==> src/rtl/out_fm_psum_acc.sv <==
// Read-modify-write partial-sum accumulator for the 4-bank output feature-map buffer.
// Define OUT_FM_PSUM_ACC_SAT_EN for a saturating add instead of wrap-around.
module out_fm_psum_acc #(
   parameter int AW = 16,
   parameter int DW = 32,
   parameter int RL = 2
) (
   input  logic          clk,
   input  logic          rst,
   input  logic          in_valid,
   input  logic [AW-1:0] in_addr,
   input  logic [DW-1:0] in_data0,
   input  logic [DW-1:0] in_data1,
   input  logic [DW-1:0] in_data2,
   input  logic [DW-1:0] in_data3,
   input  logic          in_first,
   input  logic          in_last,
   output logic [AW-1:0] inter_rd_addr0,
   output logic [AW-1:0] inter_rd_addr1,
   output logic [AW-1:0] inter_rd_addr2,
   output logic [AW-1:0] inter_rd_addr3,
   input  logic [DW-1:0] inter_rd_data0,
   input  logic [DW-1:0] inter_rd_data1,
   input  logic [DW-1:0] inter_rd_data2,
   input  logic [DW-1:0] inter_rd_data3,
   output logic [AW-1:0] inter_wr_addr0,
   output logic [AW-1:0] inter_wr_addr1,
   output logic [AW-1:0] inter_wr_addr2,
   output logic [AW-1:0] inter_wr_addr3,
   output logic [DW-1:0] inter_wr_data0,
   output logic [DW-1:0] inter_wr_data1,
   output logic [DW-1:0] inter_wr_data2,
   output logic [DW-1:0] inter_wr_data3,
   output logic          inter_wr_ena0,
   output logic          inter_wr_ena1,
   output logic          inter_wr_ena2,
   output logic          inter_wr_ena3,
   output logic          busy,
   output logic          done
);

   localparam int NL = 4;
   localparam int HN = RL + 1;

   logic [DW-1:0] in_d [NL];
   logic [DW-1:0] rd_d [NL];

   logic          s_vld   [RL];
   logic [AW-1:0] s_addr  [RL];
   logic          s_first [RL];
   logic          s_last  [RL];
   logic [DW-1:0] s_data  [RL][NL];

   logic          sa_vld;
   logic [AW-1:0] sa_addr;
   logic          sa_last;
   logic [DW-1:0] sa_data [NL];

   logic          h_vld  [HN];
   logic [AW-1:0] h_addr [HN];
   logic [DW-1:0] h_data [HN][NL];

   logic          done_q;
   logic [DW-1:0] opnd [NL];
   logic [DW-1:0] res  [NL];

   assign in_d[0] = in_data0;
   assign in_d[1] = in_data1;
   assign in_d[2] = in_data2;
   assign in_d[3] = in_data3;
   assign rd_d[0] = inter_rd_data0;
   assign rd_d[1] = inter_rd_data1;
   assign rd_d[2] = inter_rd_data2;
   assign rd_d[3] = inter_rd_data3;

   assign inter_rd_addr0 = in_addr;
   assign inter_rd_addr1 = in_addr;
   assign inter_rd_addr2 = in_addr;
   assign inter_rd_addr3 = in_addr;

   assign inter_wr_addr0 = sa_addr;
   assign inter_wr_addr1 = sa_addr;
   assign inter_wr_addr2 = sa_addr;
   assign inter_wr_addr3 = sa_addr;
   assign inter_wr_data0 = sa_data[0];
   assign inter_wr_data1 = sa_data[1];
   assign inter_wr_data2 = sa_data[2];
   assign inter_wr_data3 = sa_data[3];
   assign inter_wr_ena0  = sa_vld;
   assign inter_wr_ena1  = sa_vld;
   assign inter_wr_ena2  = sa_vld;
   assign inter_wr_ena3  = sa_vld;
   assign done           = done_q;

   function automatic logic [DW-1:0] add_f(
      input logic [DW-1:0] a,
      input logic [DW-1:0] b
   );
      logic [DW-1:0] sum;
      sum = a + b;
`ifdef OUT_FM_PSUM_ACC_SAT_EN
      // Overflow only when both operands share a sign the result lacks
      if (a[DW-1] == b[DW-1] && sum[DW-1] != a[DW-1])
         sum = a[DW-1] ? {1'b1, {(DW-1){1'b0}}}
                       : {1'b0, {(DW-1){1'b1}}};
`endif
      return sum;
   endfunction

   // Oldest history entry first so the youngest match wins
   always_comb begin
      for (int l = 0; l < NL; l++) opnd[l] = rd_d[l];
      for (int j = HN - 1; j >= 0; j--) begin
         if (h_vld[j] && h_addr[j] == s_addr[RL-1])
            for (int l = 0; l < NL; l++) opnd[l] = h_data[j][l];
      end
      if (sa_vld && sa_addr == s_addr[RL-1])
         for (int l = 0; l < NL; l++) opnd[l] = sa_data[l];
      for (int l = 0; l < NL; l++)
         res[l] = s_first[RL-1] ? s_data[RL-1][l]
                                : add_f(opnd[l], s_data[RL-1][l]);
   end

   always_comb begin
      busy = sa_vld;
      for (int i = 0; i < RL; i++) busy = busy | s_vld[i];
   end

   always_ff @(posedge clk or posedge rst) begin
      if (rst) begin
         for (int i = 0; i < RL; i++) begin
            s_vld[i]   <= 1'b0;
            s_addr[i]  <= '0;
            s_first[i] <= 1'b0;
            s_last[i]  <= 1'b0;
            for (int l = 0; l < NL; l++) s_data[i][l] <= '0;
         end
         sa_vld  <= 1'b0;
         sa_addr <= '0;
         sa_last <= 1'b0;
         for (int l = 0; l < NL; l++) sa_data[l] <= '0;
         for (int j = 0; j < HN; j++) begin
            h_vld[j]  <= 1'b0;
            h_addr[j] <= '0;
            for (int l = 0; l < NL; l++) h_data[j][l] <= '0;
         end
         done_q <= 1'b0;
      end else begin
         s_vld[0]   <= in_valid;
         s_addr[0]  <= in_addr;
         s_first[0] <= in_first;
         s_last[0]  <= in_last;
         for (int l = 0; l < NL; l++) s_data[0][l] <= in_d[l];
         for (int i = 1; i < RL; i++) begin
            s_vld[i]   <= s_vld[i-1];
            s_addr[i]  <= s_addr[i-1];
            s_first[i] <= s_first[i-1];
            s_last[i]  <= s_last[i-1];
            for (int l = 0; l < NL; l++) s_data[i][l] <= s_data[i-1][l];
         end
         sa_vld  <= s_vld[RL-1];
         sa_addr <= s_addr[RL-1];
         sa_last <= s_last[RL-1];
         for (int l = 0; l < NL; l++) sa_data[l] <= res[l];
         h_vld[0]  <= sa_vld;
         h_addr[0] <= sa_addr;
         for (int l = 0; l < NL; l++) h_data[0][l] <= sa_data[l];
         for (int j = 1; j < HN; j++) begin
            h_vld[j]  <= h_vld[j-1];
            h_addr[j] <= h_addr[j-1];
            for (int l = 0; l < NL; l++) h_data[j][l] <= h_data[j-1][l];
         end
         done_q <= sa_vld & sa_last;
      end
   end

endmodule

==> config.mk <==
export PLATFORM = sky130hd
export DESIGN_NAME = out_fm_psum_acc
export DESIGN_NICKNAME = d
export VERILOG_FILES = /design/src/rtl/out_fm_psum_acc.sv
export SDC_FILE = /design/constraint.sdc
export NUM_CORES = 2
export LEC_CHECK = 0
export BUFFER_PORTS_ARGS = -buffer_cell sky130_fd_sc_hd__clkbuf_2
export CAP_MARGIN = 20
export CELL_PAD_IN_SITES_DETAIL_PLACEMENT = 0
export CELL_PAD_IN_SITES_GLOBAL_PLACEMENT = 1
export CORE_UTILIZATION = 46
export CTS_CLUSTER_SIZE = 10
export DETAILED_ROUTE_END_ITERATION = 12
export PLACE_DENSITY_LB_ADDON = 0.2
export REMOVE_ABC_BUFFERS = 1
export SLEW_MARGIN = 20
export SYNTH_ARGS = -nofsm -noshare
export SYNTH_HDL_FRONTEND = slang
export SYNTH_SLANG_ARGS = --single-unit
==> constraint.sdc <==
create_clock -name clk -period 32.8 [get_ports clk]
set_input_delay 0 -clock clk [delete_from_list [all_inputs] [get_ports clk]]
set_output_delay 0 -clock clk [all_outputs]
set_load 0.01 [all_outputs]
# == Word-level counts from Yosys, hierarchy flattened ==
# Index checks and enable logic that the tools add are counted.
# op_classes
n_addsub,4
bitwise,3
n_reduce_logical,4
n_mux,8
n_eq_ne,4
# ops
operator,n
$mux W128,4
$add A32 B32 Y32,4
$mux W32,4
$eq A16 B16 Y1,4
$logic_and A1 B1 Y1,4
$or A1 B1 Y1,2
$and A1 B1 Y1,1
# word_totals
wordCells,65
out_inout_bits,262
reg_bits,876
input_bits,277

# == Longest topological paths before layout ==
# depth
depth_word,8
mapped_depth,22

# == Worst setup path before layout ==
# OpenSTA, ideal clock, no wires.
# synth_path
kind,reg-to-reg
from,register s_addr[13] in the netlist's numbering
to,register sa_data (netlist bit inter_wr_data3[28])
path_slack_ns,28.209
path_stages_with_launch,22
setup_time_ns,0.099
required_time_ns,32.701
arrival_time_ns,4.492
cell_sequence,dfrtp_1 -> xor2_1 -> nor4b_1 -> nand4_1 -> or2_2 -> clkbuf_1 -> buf_2 -> buf_2 -> mux2i_1 -> a21oi_1 -> ha_1 -> inv_1 -> fa_1 -> nand2b_1 -> a31oi_1 -> o211ai_1 -> a21oi_1 -> or2_2 -> a21oi_1 -> o311ai_1 -> a211oi_1 -> a311oi_1
# synth_rtl
item,line_no,text
from (decl),49,logic [AW-1:0] s_addr [RL];
"from (signal, indexed assignment)",156,s_addr[i] <= s_addr[i-1];
to (decl),57,logic [DW-1:0] sa_data [NL];

==> impl_results.md <==
- CP Data Arrival Time: 7140 ps
- TritonCTS clock tree: done
- Highest metal used: met5
- Maximum VDD drop: 42.34 µV
- Reg2reg end: inter_wr_data1[29]$_DFF_PP0_
- Syn-to-layout area delta: 22.08%
- Post-DR wirelength/cell: 19.15 µm
- Dpl cell area: 39540 µm²
- Reg clk slew, reported paths: 50 ps
- Dpl cells: 4502
- FMAX: 0.1510 GHz
- CP cell instances: xor2_1 > nor4_2 > nand4_1 > nor2_4 > buf_12 > buf_4 > mux2i_1 > a21oi_1 > mux2i_1 > nor2_1 > a21o_1 > ha_1 > a211o_1 > a21oi_1 > a211oi_1 > o211ai_1 > a21oi_1 > o311ai_1 > nand3b_1 > xor2_1 > mux2_2
- Worst Setup Path Type: reg -> reg
- RSZ-0062 raised after global routing: no
- CTS Sinks: 876
- Die area: 80680 µm²
- Mean Syn Cell Area: 11.73 µm²
- Final core area utilization: 0.5664
- Synth Flop Type: dfrtp_1
- Post-DP HPWL: 63810 µm
- Reg2reg setup slack: 26180 ps
- CP max stage cell: buf_4
- Share of synthesized registers carrying an async set or reset: 1.000
- Critical R2R Launch: s_addr[12]$_DFF_PP0_
- Worst-skew pair later-pin latency: 650 ps
- Filler Cell Count: 6730
- Final clock skew: 23.08 ps
- Setup tns final: 0 ps
- Number of synthesis warnings: 0
- Metal-1 WL: 41300 µm
- H-tree level count: 3
- Pin count of the biggest net entering global routing: 171
- Worst Path Required: 33310 ps
- Power Density: 56.92 nW/µm²
- Most used cell, CP: a21oi_1
- Area of the core: 78870 µm²
- Nets@finish: 4199
- Ports: 539
- Final hold violation count: 0
- WL met2: 44080 µm
- Maxcap violations: 0
- Multi-input gate area: 13190 µm²
- Syn Std Cell Area: 36590 µm²
- Register area: 21920 µm²
- GPL Wtd Cong: 0.9638
- First-pass GRT wire length: 147300 µm
- Final Slew Violations: 0
- Number of port buffers: 538
- Routed Antenna Nets: 0
- Vias in the first global route: 26120
- Via count: 25480
- CTS root buffer: clkbuf_16
- Tcrit/Tclk final: 0.2019
- Cell area after layout: 44680 µm²
- Share of post-route cells with drive strength above 1: 0.1904
- Hold Path Class: in -> async
- Leak Pwr: 21.44 nW
- Critical path peak fanout: 78
- Die height: 284.1 µm
- Final Non-Filler Cells: 4870
- Yosys reg bits: 876
- Status: finished clean
- GRT Residual Overflow: 0
- Reg2reg path depth: 21
- Num CTS Buffers: 101
- WL met3: 5340 µm
- Post-route minimum period: 6623 ps
- Via density: 5.233
- Starting Density: 0.4640
- Register area share after synthesis: 0.5990
- CP Launch Type: flop
- WHS: 26.85 ps
- Yosys cell types: 89
- Largest stage delay on the critical path: 780 ps
- Synth Instances: 3121
- GRT Overall Usage: 0.2328
- DRC Markers: 0
- First-pass iteration count of the detailed router: 7
- Slew at the pin closest to its max-slew limit: 996.6 ps
- Slew HR: 0.3356
- Post-synth EDFFs: 0
- Drt first-iter violations: 1462
- Final setup violation count: 0
- Critical Path End Type: flop
- Site Rows: 103
- DRT Wirelength: 93240 µm
- Longest Clk Path Bufs: 3
- Initial antenna violation count: 14
- Die X: 284.1 µm
routing by layer:
| layer | vias to the layer above | GRT usage |
|---|---|---|
| met4 | 14 | 0.07177 |
| met1 | 12550 | 0.3161 |
| met5 | - | 0 |
| met2 | 634 | 0.3768 |
| met3 | 154 | 0.04719 |
| li1 | 12130 | - |
where the power goes:
group / internal, mW / total [mW] / switching, mW
sequential: 1.19 / 1.25 / 0.0652
clock: 0.580 / 0.994 / 0.415
combinational: 0.129 / 0.294 / 0.165
sequential cells by signal (all words and copies together), names as in the netlist:
name,count
h_data,384
inter_wr_data1,32
inter_wr_addr0,16
h_vld,3
h_addr,48
s_data,256
s_addr,32
s_first,2
inter_wr_data3,32
done,1
inter_wr_ena0,1
sa_last,1
inter_wr_data2,32
s_last,2
inter_wr_data0,32
s_vld,2
worst max path at each step:
stage / from / to / cells after the start
finish: s_addr[12]$_DFF_PP0_ / inter_wr_data1[29]$_DFF_PP0_ / 21
global route: s_addr[12]$_DFF_PP0_ / inter_wr_data1[30]$_DFF_PP0_ / 20
CTS: s_addr[5]$_DFF_PP0_ / inter_wr_data1[29]$_DFF_PP0_ / 21
detailed placement: s_addr[5]$_DFF_PP0_ / inter_wr_data1[29]$_DFF_PP0_ / 21
global placement: s_addr[5]$_DFF_PP0_ / inter_wr_data1[29]$_DFF_PP0_ / 21
floorplan: rst / done$_DFF_PP0_ / 1
kinds of logic after synthesis:
kind of cell	after synthesis	synth area share
buffers and inverters	277	0.04141
AOI/OAI and AO/OA	730	0.1190
DFF	876	0.5990
adders and majority gates	136	0.04732
xor gates and xnor gates	145	0.03470
and+or+nand+nor	699	0.08774
muxes	258	0.07084
Yosys cell counts (9+ instances only):
master / n / area share
mux2i_1: 250 / 0.068
o21a_1: 30 / 0.0062
and3_1: 20 / 0.0034
nor2_1: 321 / 0.033
inv_1: 44 / 0.0045
nor4_1: 10 / 0.0017
nand3_1: 34 / 0.0046
o31ai_1: 17 / 0.0035
nand2_1: 175 / 0.018
dfrtp_1: 876 / 0.60
xor2_1: 76 / 0.018
nor3_1: 21 / 0.0029
a21oi_1: 346 / 0.047
clkbuf_1: 90 / 0.0092
buf_2: 14 / 0.0019
or3_1: 12 / 0.0021
o21bai_1: 11 / 0.0023
xnor2_1: 69 / 0.017
nand4_1: 19 / 0.0032
nor2b_1: 9 / 0.0015
o211ai_1: 13 / 0.0027
o21ai_0: 152 / 0.021
buf_4: 122 / 0.025
a211oi_1: 24 / 0.0049
a31oi_1: 10 / 0.0017
ha_1: 132 / 0.045
a21o_1: 54 / 0.011
nand2b_1: 15 / 0.0026
critical path: cells and delay by family (launching register included):
| kind | cells | cell delay (ps) |
|---|---|---|
| AOI/OAI and AO/OA | 8 | 1900 |
| xor gates and xnor gates | 2 | 340 |
| adders and majority gates | 1 | 280 |
| buffers and inverters | 2 | 1280 |
| DFF | 1 | 450 |
| muxes | 3 | 690 |
| and+or+nand+nor | 5 | 1380 |
cell type report:
cell class / instances / area share
Clock inverter: 7 / 0.001372
Tap cell: 1050 / 0.02941
Clock buffer: 129 / 0.06187
Timing Repair Buffer: 795 / 0.1175
Inverter: 44 / 0.003865
Sequential cell: 876 / 0.4908
Antenna cell: 1 / 0.00005601
Multi-Input combinational cell: 1968 / 0.2952
stage by stage:
stage,total power [mW],setup slack [ps]
after global routing,2.662,25640
final,2.543,26180
after detailed placement,1.547,26160
after global placement,1.539,26200
after floorplan,1.426,8180
after CTS,2.574,26150
placed cells by master, fill, tap and decap left out, types with 6 or more instances in the layout:
master / instances
o211ai_1: 13
buf_4: 22
and4_1: 8
nand2b_1: 15
a211oi_1: 24
nor2b_1: 9
clkbuf_1: 16
or3_1: 12
a21oi_1: 346
nand2_1: 173
o21ai_0: 152
and3_1: 20
dfrtp_1: 875
nor2_1: 321
nand4_1: 19
nor4_1: 9
a21o_1: 54
nand3b_1: 6
o21a_1: 30
mux2i_1: 250
o21bai_1: 11
clkbuf_2: 538
inv_1: 42
xor2_1: 76
o31ai_1: 17
nor3_1: 21
clkbuf_16: 102
a311oi_1: 6
a31oi_1: 10
xnor2_1: 69
clkbuf_8: 11
mux2_2: 8
nand3_1: 34
dlygate4sd3_1: 231
ha_1: 132
timing repair:
item / in CTS / in global routing
setup buffers: 0 / 0
resized for setup: 0 / 0
hold buffers: 231 / 0
endpoints found under the setup margin: 0 / 0
hold endpoints to repair: 245 / 0
Note: power is estimated with default switching activity, not from simulation.
